--- src/rtl/pkt_tx_if.sv ---
// Upstream command/payload and router-side signals of the packet transmitter.
// The transmitter takes the master view and the traffic source takes the slave view.
interface pkt_tx_if;
    logic       start;
    logic [5:0] len;
    logic [1:0] addr;
    logic       corrupt;
    logic [7:0] src_data;
    logic       src_valid;
    logic       src_ready;
    logic       busy;
    logic [7:0] d_out;
    logic       pkt_valid;
    logic       tx_busy;
    logic       done;
    logic       cmd_err;

    modport master (
        input  start, len, addr, corrupt, src_data, src_valid, busy,
        output src_ready, d_out, pkt_valid, tx_busy, done, cmd_err
    );

    modport slave (
        output start, len, addr, corrupt, src_data, src_valid, busy,
        input  src_ready, d_out, pkt_valid, tx_busy, done, cmd_err
    );
endinterface

--- src/rtl/pkt_tx.sv ---
// Router packet source: buffers a command plus its payload, then sends the header,
// the payload and a parity byte, holding the current byte while the router is busy.
module pkt_tx #(
    parameter int unsigned MAX_LEN = 63
) (
    input  logic     clk,
    input  logic     rst,
    pkt_tx_if.master bus
);
    typedef enum logic [2:0] {
        S_IDLE,
        S_LOAD,
        S_HDR,
        S_PAY,
        S_PAR
    } state_e;

    state_e     state_q, state_d;
    logic [5:0] len_q, len_d;
    logic [5:0] wcnt_q, wcnt_d;
    logic [5:0] rcnt_q, rcnt_d;
    logic [7:0] hdr_q, hdr_d;
    logic [7:0] par_q, par_d;
    logic       corrupt_q, corrupt_d;
    logic [7:0] d_out_q, d_out_d;
    logic       pkt_valid_q, pkt_valid_d;
    logic       src_ready_q, src_ready_d;
    logic       tx_busy_q, tx_busy_d;
    logic       done_q, done_d;
    logic       cmd_err_q, cmd_err_d;

    logic [7:0] pay_buf_q [MAX_LEN];

    logic cmd_ok_c;
    logic load_hs_c;
    logic load_last_c;
    logic accept_c;

    assign cmd_ok_c    = (bus.len != 6'd0) && (bus.addr != 2'd3) &&
                         (32'(bus.len) <= MAX_LEN);
    assign load_hs_c   = (state_q == S_LOAD) && bus.src_valid && src_ready_q;
    assign load_last_c = load_hs_c && (wcnt_q == len_q - 6'd1);
    assign accept_c    = !bus.busy;

    // State register
    always_ff @(posedge clk) begin
        if (!rst) begin
            state_q <= S_IDLE;
        end else begin
            state_q <= state_d;
        end
    end

    // Next-state logic
    always_comb begin
        state_d = state_q;
        unique case (state_q)
            S_IDLE:  if (bus.start && cmd_ok_c) state_d = S_LOAD;
            S_LOAD:  if (load_last_c) state_d = S_HDR;
            S_HDR:   if (accept_c) state_d = S_PAY;
            S_PAY:   if (accept_c && (rcnt_q == len_q)) state_d = S_PAR;
            S_PAR:   if (accept_c) state_d = S_IDLE;
            default: state_d = S_IDLE;
        endcase
    end

    // Datapath and registered-output next values
    always_comb begin
        len_d       = len_q;
        wcnt_d      = wcnt_q;
        rcnt_d      = rcnt_q;
        hdr_d       = hdr_q;
        par_d       = par_q;
        corrupt_d   = corrupt_q;
        d_out_d     = d_out_q;
        pkt_valid_d = pkt_valid_q;
        src_ready_d = src_ready_q;
        tx_busy_d   = tx_busy_q;
        done_d      = 1'b0;
        cmd_err_d   = 1'b0;
        unique case (state_q)
            S_IDLE: begin
                if (bus.start) begin
                    if (cmd_ok_c) begin
                        len_d       = bus.len;
                        corrupt_d   = bus.corrupt;
                        hdr_d       = {bus.len, bus.addr};
                        par_d       = {bus.len, bus.addr};
                        wcnt_d      = 6'd0;
                        src_ready_d = 1'b1;
                        tx_busy_d   = 1'b1;
                    end else begin
                        cmd_err_d = 1'b1;
                    end
                end
            end
            S_LOAD: begin
                if (load_hs_c) begin
                    par_d  = par_q ^ bus.src_data;
                    wcnt_d = wcnt_q + 6'd1;
                end
                // Header goes out on the same edge as the final payload write
                if (load_last_c) begin
                    src_ready_d = 1'b0;
                    pkt_valid_d = 1'b1;
                    d_out_d     = hdr_q;
                end
            end
            S_HDR: begin
                if (accept_c) begin
                    d_out_d = pay_buf_q[0];
                    rcnt_d  = 6'd1;
                end
            end
            S_PAY: begin
                if (accept_c) begin
                    if (rcnt_q < len_q) begin
                        d_out_d = pay_buf_q[rcnt_q];
                        rcnt_d  = rcnt_q + 6'd1;
                    end else begin
                        pkt_valid_d = 1'b0;
                        d_out_d     = corrupt_q ? ~par_q : par_q;
                    end
                end
            end
            S_PAR: begin
                if (accept_c) begin
                    d_out_d   = 8'h00;
                    done_d    = 1'b1;
                    tx_busy_d = 1'b0;
                end
            end
            default: begin
                tx_busy_d = 1'b0;
            end
        endcase
    end

    always_ff @(posedge clk) begin
        if (!rst) begin
            len_q       <= 6'd0;
            wcnt_q      <= 6'd0;
            rcnt_q      <= 6'd0;
            hdr_q       <= 8'h00;
            par_q       <= 8'h00;
            corrupt_q   <= 1'b0;
            d_out_q     <= 8'h00;
            pkt_valid_q <= 1'b0;
            src_ready_q <= 1'b0;
            tx_busy_q   <= 1'b0;
            done_q      <= 1'b0;
            cmd_err_q   <= 1'b0;
        end else begin
            len_q       <= len_d;
            wcnt_q      <= wcnt_d;
            rcnt_q      <= rcnt_d;
            hdr_q       <= hdr_d;
            par_q       <= par_d;
            corrupt_q   <= corrupt_d;
            d_out_q     <= d_out_d;
            pkt_valid_q <= pkt_valid_d;
            src_ready_q <= src_ready_d;
            tx_busy_q   <= tx_busy_d;
            done_q      <= done_d;
            cmd_err_q   <= cmd_err_d;
        end
    end

    // Payload storage carries no reset; entries are always written before being read
    always_ff @(posedge clk) begin
        if (load_hs_c) begin
            pay_buf_q[wcnt_q] <= bus.src_data;
        end
    end

    assign bus.d_out     = d_out_q;
    assign bus.pkt_valid = pkt_valid_q;
    assign bus.src_ready = src_ready_q;
    assign bus.tx_busy   = tx_busy_q;
    assign bus.done      = done_q;
    assign bus.cmd_err   = cmd_err_q;
endmodule

--- src/flat_wrapper.sv ---
// flat-port wrapper written by rule: the top's interface ports become plain ports
module pkt_tx_flat 
#(
    parameter int unsigned MAX_LEN = 63
)
  (clk, rst, bus_start, bus_len, bus_addr, bus_corrupt, bus_src_data, bus_src_valid, bus_busy, bus_src_ready, bus_d_out, bus_pkt_valid, bus_tx_busy, bus_done, bus_cmd_err);
  pkt_tx_if bus_i ();
  input  logic clk;
  input  logic rst;
  input wire logic [$bits(bus_i.start)-1:0] bus_start;
  input wire logic [$bits(bus_i.len)-1:0] bus_len;
  input wire logic [$bits(bus_i.addr)-1:0] bus_addr;
  input wire logic [$bits(bus_i.corrupt)-1:0] bus_corrupt;
  input wire logic [$bits(bus_i.src_data)-1:0] bus_src_data;
  input wire logic [$bits(bus_i.src_valid)-1:0] bus_src_valid;
  input wire logic [$bits(bus_i.busy)-1:0] bus_busy;
  output wire logic [$bits(bus_i.src_ready)-1:0] bus_src_ready;
  output wire logic [$bits(bus_i.d_out)-1:0] bus_d_out;
  output wire logic [$bits(bus_i.pkt_valid)-1:0] bus_pkt_valid;
  output wire logic [$bits(bus_i.tx_busy)-1:0] bus_tx_busy;
  output wire logic [$bits(bus_i.done)-1:0] bus_done;
  output wire logic [$bits(bus_i.cmd_err)-1:0] bus_cmd_err;
  assign bus_i.start = bus_start;
  assign bus_i.len = bus_len;
  assign bus_i.addr = bus_addr;
  assign bus_i.corrupt = bus_corrupt;
  assign bus_i.src_data = bus_src_data;
  assign bus_i.src_valid = bus_src_valid;
  assign bus_i.busy = bus_busy;
  assign bus_src_ready = bus_i.src_ready;
  assign bus_d_out = bus_i.d_out;
  assign bus_pkt_valid = bus_i.pkt_valid;
  assign bus_tx_busy = bus_i.tx_busy;
  assign bus_done = bus_i.done;
  assign bus_cmd_err = bus_i.cmd_err;
  pkt_tx #(.MAX_LEN(MAX_LEN)) u_core (.clk(clk), .rst(rst), .bus(bus_i));
endmodule
--- config.mk ---
export PLATFORM = sky130hd
export DESIGN_NAME = pkt_tx_flat
export DESIGN_NICKNAME = d
export VERILOG_FILES = /design/src/rtl/pkt_tx_if.sv /design/src/rtl/pkt_tx.sv /design/src/flat_wrapper.sv
export SDC_FILE = /design/constraint.sdc
export NUM_CORES = 1
export LEC_CHECK = 0
export BUFFER_PORTS_ARGS = -buffer_cell sky130_fd_sc_hd__buf_4
export CELL_PAD_IN_SITES_DETAIL_PLACEMENT = 1
export CELL_PAD_IN_SITES_GLOBAL_PLACEMENT = 1
export CORE_UTILIZATION = 55
export DETAILED_ROUTE_END_ITERATION = 10
export PLACE_DENSITY = 0.76
export SETUP_SLACK_MARGIN = 0.15
export SLEW_MARGIN = 20
export SYNTH_ARGS = -nofsm -noshare
export SYNTH_HDL_FRONTEND = slang
export SYNTH_SLANG_ARGS = --single-unit
--- constraint.sdc ---
create_clock -name clk -period 3.3 [get_ports clk]
set_clock_uncertainty 0.2 [all_clocks]
set_input_delay 0.33 -clock clk [delete_from_list [all_inputs] [get_ports clk]]
set_output_delay 0.33 -clock clk [all_outputs]
set_load 0.05 [all_outputs]
==> results of run 1 <==
-- what timing repair did --
item | 4_1_cts | 5_1_grt
hold endpoints to repair | 89 | 0
cloned | 0 | 0
hold buffers | 15 | 0
setup endpoints to repair | 2 | 5
setup buffers | 0 | 0
resized for setup | 1 | 2
-- layout make-up --
cell class	instances	area, um^2	area share
Clock inverter	35	391.6	0.01504
Timing Repair Buffer	168	1374	0.05276
Sequential cell	555	16170	0.6208
Tap cell	525	656.9	0.02523
Clock buffer	67	1483	0.05694
Multi-Input combinational cell	647	5931	0.2278
Inverter	10	37.54	0.001441
-- sequential cells by signal (all words and copies together), names as in the netlist, 3 cells and up, named ones only --
register,flops
u_core.hdr_q,7
u_core.state_q,3
u_core.wcnt_q,6
u_core.pay_buf_q,504
u_core.par_q,8
u_core.bus.d_out,8
u_core.rcnt_q,6
-- worst paths after layout --
kind,to,cells past startpoint,from,slack (ns)
worst max-delay path,u_core.bus.d_out[5],7,flip-flop,0.28
worst min-delay path,u_core.pay_buf_q[43][4],1,bus_src_data[4],0.02
worst max register to register,u_core.bus.d_out[5],7,flip-flop,0.28
worst min register to register,u_core.bus.pkt_valid,2,u_core.bus.pkt_valid,0.29
-- cell usage after synthesis (all sizes together) (9+ instances only) --
cell and n:
edfxtp 504, nor2 120, mux4 99, mux2i 79
buf 51, dfxtp 51, nand2 49, a21oi 38
o21ai 31, nand3 25, clkbuf 19, mux2 18
a22oi 17, xor2 17, inv 10, nor3 10
nor3b 10, o211ai 10, o22ai 10, ha 9
-- worst reg2reg max path: cells and delay by family, from the launching register on --
family,cells,cell delay [ns]
and+or+nand+nor,1,0.14
muxes,1,0.51
AOI/OAI and AO/OA,4,1.21
buffers and inverters,1,0.27
DFF,1,0.54
-- report_power, final --
group,internal (mW),leakage [nW],switching [mW]
sequential,7.68,4.94,0.0296
clock,3.82,0.922,2.71
combinational,0.106,2.50,0.265
total,11.6,8.37,3.01
-- metal layers --
metal	vias up	global-route usage	wire, um	part of all wire
li1	5431	-	-	-
met1	6719	0.3873	23690	0.39
met2	552	0.5021	30540	0.50
met3	136	0.06061	4537	0.075
met4	0	0.1063	2028	0.033
met5	-	0	0	0
-- cell families after synthesis --
| group | share of synthesized area |
|---|---|
| buffers and inverters | 0.02554 |
| multiplexers | 0.1459 |
| AO/OA/AOI/OAI | 0.04477 |
| AND/OR/NAND/NOR | 0.05588 |
| flip-flops | 0.7137 |
| XOR/XNOR | 0.009286 |
| adder cells (fa/ha/maj) | 0.004975 |
==> results.sh, run 1 <==
export IMPL_status="finished, final reports clean"
export IMPL_synth_top_cell_area_share=0.6686
export IMPL_synth_flop_cell="edfxtp_1"
export IMPL_relSlewSlack=0.3790
export IMPL_pre_cts_ws_ns=0.1373
export IMPL_slowest_stage="dfxtp_4"
export IMPL_layout_common_cells="edfxtp_1, buf_4, nor2_1"
export IMPL_synthArstFlopShare=0
export IMPL_hpwlAfterDp_um=39200
export IMPL_vias=12838
export IMPL_fin_setup_tns_ns=0
export IMPL_yosysSeqAreaShare=0.7137
export IMPL_period_minus_slack_ns=3.019
export IMPL_post_route_period_util=0.9148
export IMPL_grt_pass1_vias=13424
export IMPL_drive_gt1_frac=0.2362
export IMPL_portBuffers=34
export IMPL_dp_cells=1890
export IMPL_syn_cell_area_um2=22640
export IMPL_end_kind="flip-flop"
export IMPL_cts_sinks=555
export IMPL_cts_buffers=55
export IMPL_setup_violations=0
export IMPL_gp_congestion=0.8638
export IMPL_hold_viol=0
export IMPL_areaGrowthSynthToFinish_pct=15.03
export IMPL_leakagePower_nw=8.366
export IMPL_p_per_area_nw_per_um2=561.0
export IMPL_ir_drop_uv=516.2
export IMPL_synth_area_leaders="edfxtp_1, mux4_2, dfxtp_1, mux2i_1, mux4_1"
export IMPL_max_freq_mhz=331.2
export IMPL_wl_um=60800
export IMPL_clockBufferDepth=3
export IMPL_place_area_um2=24000
export IMPL_critical_path_arrival_ns=3.30
export IMPL_ios=35
export IMPL_drt_iter0_drc=1250
export IMPL_cts_root_buffer_cell="clkbuf_16"
export IMPL_design_power_total_mw=14.61
export IMPL_cp_required_ns=3.58
export IMPL_final_area_um2=26040
export IMPL_grtUsageTotal=0.2987
export IMPL_hold_slack_ns=0.02299
export IMPL_crit_fanout=11
export IMPL_fin_ws_ns=0.2810
export IMPL_syn_nets=1313
export IMPL_clk_latency_ns=0.62
export IMPL_drv_cap=0
export IMPL_fin_cells=2007
export IMPL_cp_num_buf_inv=1
export IMPL_htreeDepth=2
export IMPL_report_final_slew_viol_count=0
export IMPL_cts_clk_slew_worst_paths_ns=0.06
export IMPL_crit_type="reg2reg"
export IMPL_yosys_area_top_type="edfxtp_1"
export IMPL_max_slew_worst_pin_slew_ns=0.9304
export IMPL_antenna_left=0
export IMPL_overflow=0
export IMPL_cts_tree="done"
export IMPL_drc_errors=0
export IMPL_grt_antenna_before_repair=1
export IMPL_die_h_um=204.9
export IMPL_synth_edff_count=504
export IMPL_rsz0062_at_grt="no"
export IMPL_rows=73
export IMPL_final_nets=1468
export IMPL_fp_coreArea_um2=40190
export IMPL_fillers=3473
export IMPL_grt_pass1_wl_um=89090
export IMPL_die_area_um2=41970
export IMPL_start_util=0.5633
export IMPL_path_cells="buf_4 > mux4_2 > nor2b_1 > a211oi_1 > a221oi_1 > a211oi_1 > o22ai_1"
export IMPL_start_kind="flip-flop"
export IMPL_vias_per_cell=6.397
export IMPL_synth_cell_types=65
export IMPL_grt_max_degree=66
export IMPL_yosysWarnings=0
export IMPL_cp_top_family="compound AO/OA/AOI/OAI gates"
export IMPL_synth_cells=1282
export IMPL_diodes=0
export IMPL_ys_ff_latch=555
export IMPL_finish_utilization=0.6479
export IMPL_wire_per_inst_um=30.29
export IMPL_hold_class="in2reg"
export IMPL_fp_dieW_um=204.9
export IMPL_final_common_cell="edfxtp_1"
export IMPL_dr_pass1_iters=6
export IMPL_cpMostUsedCell="a211oi_1"
export IMPL_syn_avg_cell_area_um2=17.66
export IMPL_max_stage_delay_ns=0.54
No activity file was read; power rests on OpenSTA's default activity.
==> run 2, diff against run 1 <==
--- a/config.mk
+++ b/config.mk
@@ -5,12 +5,12 @@
 export SDC_FILE = /design/constraint.sdc
 export NUM_CORES = 1
 export LEC_CHECK = 0
-export BUFFER_PORTS_ARGS = -buffer_cell sky130_fd_sc_hd__buf_4
 export CELL_PAD_IN_SITES_DETAIL_PLACEMENT = 1
 export CELL_PAD_IN_SITES_GLOBAL_PLACEMENT = 1
 export CORE_UTILIZATION = 55
 export DETAILED_ROUTE_END_ITERATION = 10
-export PLACE_DENSITY = 0.76
+export DONT_BUFFER_PORTS = 1
+export PLACE_DENSITY = 0.75
 export SETUP_SLACK_MARGIN = 0.15
 export SLEW_MARGIN = 20
 export SYNTH_ARGS = -nofsm -noshare
==> results.sh, run 2 (same netlist as run 1, synthesis figures left out) <==
export IMPL_status="finished, final reports clean"
export IMPL_overflow=0
export IMPL_areaGrowthSynthToFinish_pct=14.29
export IMPL_drive_gt1_frac=0.2088
export IMPL_design_power_total_mw=14.11
export IMPL_fp_coreArea_um2=40190
export IMPL_max_slew_worst_pin_slew_ns=0.8529
export IMPL_grt_antenna_before_repair=4
export IMPL_wire_per_inst_um=30.25
export IMPL_vias=12638
export IMPL_cp_required_ns=3.41
export IMPL_portBuffers=0
export IMPL_post_route_period_util=0.9198
export IMPL_final_nets=1442
export IMPL_dr_pass1_iters=5
export IMPL_final_common_cell="edfxtp_1"
export IMPL_start_util=0.5633
export IMPL_critical_path_arrival_ns=3.14
export IMPL_cts_buffers=55
export IMPL_hold_viol=0
export IMPL_cts_root_buffer_cell="clkbuf_16"
export IMPL_drt_iter0_drc=1350
export IMPL_grt_pass1_wl_um=87330
export IMPL_period_minus_slack_ns=3.035
export IMPL_cts_clk_slew_worst_paths_ns=0.06
export IMPL_drv_cap=0
export IMPL_fin_cells=1985
export IMPL_start_kind="flip-flop"
export IMPL_dp_cells=1846
export IMPL_wl_um=60050
export IMPL_p_per_area_nw_per_um2=545.4
export IMPL_hpwlAfterDp_um=36970
export IMPL_final_area_um2=25870
export IMPL_report_final_slew_viol_count=0
export IMPL_cts_sinks=555
export IMPL_path_cells="nor3b_1 > nand3_1 > nor2_1 > nand2_1 > nor2_1 > buf_4"
export IMPL_relSlewSlack=0.4308
export IMPL_fp_dieW_um=204.9
export IMPL_rows=73
export IMPL_fin_ws_ns=0.2646
export IMPL_die_h_um=204.9
export IMPL_htreeDepth=2
export IMPL_antenna_left=0
export IMPL_clockBufferDepth=3
export IMPL_cts_tree="done"
export IMPL_rsz0062_at_grt="yes"
export IMPL_fillers=3453
export IMPL_max_freq_mhz=329.4
export IMPL_ir_drop_uv=499.9
export IMPL_gp_congestion=0.8632
export IMPL_largest_reg_flops=504
export IMPL_hold_class="in2reg"
export IMPL_pre_cts_ws_ns=0.1047
export IMPL_grt_max_degree=66
export IMPL_vias_per_cell=6.367
export IMPL_crit_type="reg2reg"
export IMPL_hold_slack_ns=0.03439
export IMPL_place_area_um2=23640
export IMPL_fin_setup_tns_ns=0
export IMPL_crit_fanout=11
export IMPL_slowest_stage="nand2_1"
export IMPL_grtUsageTotal=0.2949
export IMPL_ios=35
export IMPL_cp_num_buf_inv=1
export IMPL_clk_latency_ns=0.63
export IMPL_finish_utilization=0.6437
export IMPL_max_stage_delay_ns=0.57
export IMPL_layout_common_cells="edfxtp_1, nor2_1, buf_4"
export IMPL_grt_pass1_vias=13159
export IMPL_largest_register="u_core.pay_buf_q"
export IMPL_setup_violations=0
export IMPL_cp_top_family="simple AND/OR/NAND/NOR gates"
export IMPL_end_kind="flip-flop"
export IMPL_leakagePower_nw=8.184
export IMPL_die_area_um2=41970
export IMPL_drc_errors=0
export IMPL_cpMostUsedCell="nor2_1"
## run 2: routing by layer
| metal | up-vias | GRT usage | routed length, um |
|---|---|---|---|
| met5 | - | 0 | 0 |
| li1 | 5384 | - | - |
| met4 | 0 | 0.1135 | 2081 |
| met3 | 116 | 0.07620 | 5029 |
| met2 | 523 | 0.4659 | 28790 |
| met1 | 6615 | 0.3951 | 24140 |
## run 2: final cells by class
cell class,count,area (um^2),share of cell area
antenna,4,10.01,0.0003869
clock buffer,66,1418,0.05480
clock inverter,36,304.0,0.01175
inverter,10,37.54,0.001451
multi-input combinational,647,5939,0.2296
sequential,555,16170,0.6249
tap,525,656.9,0.02539
timing repair buffer,142,1339,0.05175
## run 2: timing repair
item	CTS	global route
hold buffers	33	0
hold endpoints to repair	552	0
buffers inserted	0	0
setup endpoints to repair	1	10
resized for setup	1	4
## run 2: power breakdown
part / leakage [nW] / switching, mW / internal, mW
logic: 2.40 / 0.263 / 0.124
clock network: 0.836 / 2.64 / 3.38
registers: 4.94 / 0.0326 / 7.67
total: 8.18 / 2.93 / 11.2
## run 2: path summary, 6_finish.rpt
| path | cells after the start | endpoint | slack [ns] | startpoint |
|---|---|---|---|---|
| setup / recovery | 6 | u_core.pay_buf_q[4][4] | 0.26 | u_core.state_q[2] |
| setup reg to reg | 6 | u_core.pay_buf_q[4][4] | 0.26 | u_core.state_q[2] |
| hold / removal | 5 | u_core.par_q[5] | 0.03 | bus_src_data[5] |
| hold reg to reg | 2 | u_core.hdr_q[3] | 0.31 | u_core.hdr_q[3] |
## run 2: worst reg2reg max path, delay by kind of cell, from the launching register on
| kind | cells | cell delay, ns |
|---|---|---|
| buffers and inverters | 1 | 0.24 |
| and+or+nand+nor | 5 | 1.89 |
| DFF | 1 | 0.41 |
==> run 3, diff against run 2 <==
--- a/config.mk
+++ b/config.mk
@@ -7,6 +7,7 @@
 export LEC_CHECK = 0
 export CELL_PAD_IN_SITES_DETAIL_PLACEMENT = 1
 export CELL_PAD_IN_SITES_GLOBAL_PLACEMENT = 1
+export CORE_ASPECT_RATIO = 0.8
 export CORE_UTILIZATION = 55
 export DETAILED_ROUTE_END_ITERATION = 10
 export DONT_BUFFER_PORTS = 1
==> results.sh, run 3 (same netlist as run 1, synthesis figures left out) <==
export IMPL_cp_top_family="simple AND/OR/NAND/NOR gates"
export IMPL_vias_per_cell=6.494
export IMPL_drc_errors=0
export IMPL_antenna_left=0
export IMPL_clk_latency_ns=0.59
export IMPL_overflow=0
export IMPL_rows=66
export IMPL_p_per_area_nw_per_um2=543.3
export IMPL_start_kind="flip-flop"
export IMPL_hold_class="in2reg"
export IMPL_crit_type="reg2reg"
export IMPL_met1_length_um=26420
export IMPL_die_area_um2=41980
export IMPL_largest_register="u_core.pay_buf_q"
export IMPL_place_area_um2=23690
export IMPL_clockBufferDepth=3
export IMPL_drt_iter0_drc=1509
export IMPL_relSlewSlack=0.3835
export IMPL_end_kind="flip-flop"
export IMPL_areaGrowthSynthToFinish_pct=14.46
export IMPL_cp_num_buf_inv=1
export IMPL_status="finished, final reports clean"
export IMPL_rsz0062_at_grt="yes"
export IMPL_vias=13040
export IMPL_cts_sinks=555
export IMPL_ir_drop_uv=559.3
export IMPL_largest_reg_flops=504
export IMPL_htreeDepth=2
export IMPL_grt_max_degree=65
export IMPL_fillers=3479
export IMPL_die_h_um=183.5
export IMPL_wl_um=65590
export IMPL_dr_pass1_iters=5
export IMPL_drv_cap=0
export IMPL_highest_layer="met5"
export IMPL_fp_coreArea_um2=40630
export IMPL_cts_clk_slew_worst_paths_ns=0.06
export IMPL_start_util=0.5572
export IMPL_cpMostUsedCell="o22ai_1"
export IMPL_grtUsageTotal=0.3165
export IMPL_hold_viol=0
export IMPL_period_minus_slack_ns=3.119
export IMPL_setup_violations=0
export IMPL_leakagePower_nw=8.178
export IMPL_cts_root_buffer_cell="clkbuf_16"
export IMPL_fp_dieW_um=228.8
export IMPL_post_route_period_util=0.9451
export IMPL_portBuffers=0
export IMPL_max_stage_delay_ns=0.70
export IMPL_postCtsSetupRepairBufs=0
export IMPL_gp_congestion=0.8704
export IMPL_met3WireLength_um=7014
export IMPL_max_slew_worst_pin_slew_ns=0.9213
export IMPL_hpwlAfterDp_um=38710
export IMPL_grt_pass1_vias=13446
export IMPL_wire_per_inst_um=32.66
export IMPL_cts_tree="done"
export IMPL_ios=35
export IMPL_final_nets=1444
export IMPL_layout_common_cells="edfxtp_1, nor2_1, buf_4"
export IMPL_path_cells="buf_12 > mux4_1 > o22ai_1 > or3_1 > nor4b_1 > a211oi_1 > o22ai_1"
export IMPL_dr_wl_met2_um=30100
export IMPL_cts_buffers=53
export IMPL_final_common_cell="edfxtp_1"
export IMPL_max_freq_mhz=320.6
export IMPL_final_area_um2=25910
export IMPL_critical_path_arrival_ns=3.43
export IMPL_crit_fanout=43
export IMPL_grt_pass1_wl_um=93940
export IMPL_slowest_stage="dfxtp_4"
export IMPL_cp_required_ns=3.61
export IMPL_grt_antenna_before_repair=7
export IMPL_report_final_slew_viol_count=0
export IMPL_hold_slack_ns=0.01888
export IMPL_drive_gt1_frac=0.2121
==> run 3: cell count changes in the layout (fill, tap and decap cells not counted), sizes merged <==
cell         previous run  this run
clkinv                 29        17
clkbuf                 66        76
diode                   4         7
dlygate4sd3            25        28
bufinv                  4         2
buf                   117       118
inv                    11        12
==> run 3: timing repair <==
action	4_1_cts	5_1_grt
resized for setup	2	6
hold buffers	36	0
setup endpoints to repair	5	19
hold endpoints to repair	554	0
==> run 3: per-stage QoR <==
stage / setup TNS (ns) / setup WS (ns) / std cells / power [mW] / utilization
final: 0 / 0.1812 / 2008 / 14.08 / 0.6377
after global routing: 0 / 0.1221 / 2002 / 14.39 / 0.6374
after CTS: 0 / 0.1911 / 2001 / 14.08 / 0.6369
after detailed placement: 0 / 0.009455 / 1866 / 8.053 / 0.5831
after global placement: -0.8596 / -0.4385 / 1866 / 8.045 / 0.5829
after floorplan: 0 / 0.9684 / 1282 / 8.003 / -
==> run 3: metal layers <==
layer  global-route usage  up-vias
met1               0.4444     6796
li1                     -     5411
met5                    0        -
met4               0.1003        2
met3              0.08638      125
met2               0.4866      706
==> run 3: cell type report <==
type,count,area [um^2],share of cell area
inverter,10,37.54,0.001449
clock inverter,23,195.2,0.007533
clock buffer,76,1483,0.05722
multi-input combinational,647,5941,0.2293
tap,544,680.7,0.02627
timing repair buffer,146,1389,0.05360
antenna,7,17.52,0.0006760
sequential,555,16170,0.6240
==> run 3: power by group <==
group          internal, mW  switching (mW)  total (mW)
Clock                  3.29            2.68        5.98
Combinational         0.123           0.267       0.390
Sequential             7.67          0.0370        7.71
Total                  11.1            2.99        14.1
==> run 3: path summary, 6_finish.rpt <==
kind | startpoint | to | slack, ns | cells after the start
max | flip-flop | u_core.bus.d_out[5] | 0.18 | 7
min | bus_busy | u_core.rcnt_q[4] | 0.02 | 2
max reg2reg | flip-flop | u_core.bus.d_out[5] | 0.18 | 7
min reg2reg | u_core.hdr_q[3] | u_core.hdr_q[3] | 0.34 | 2
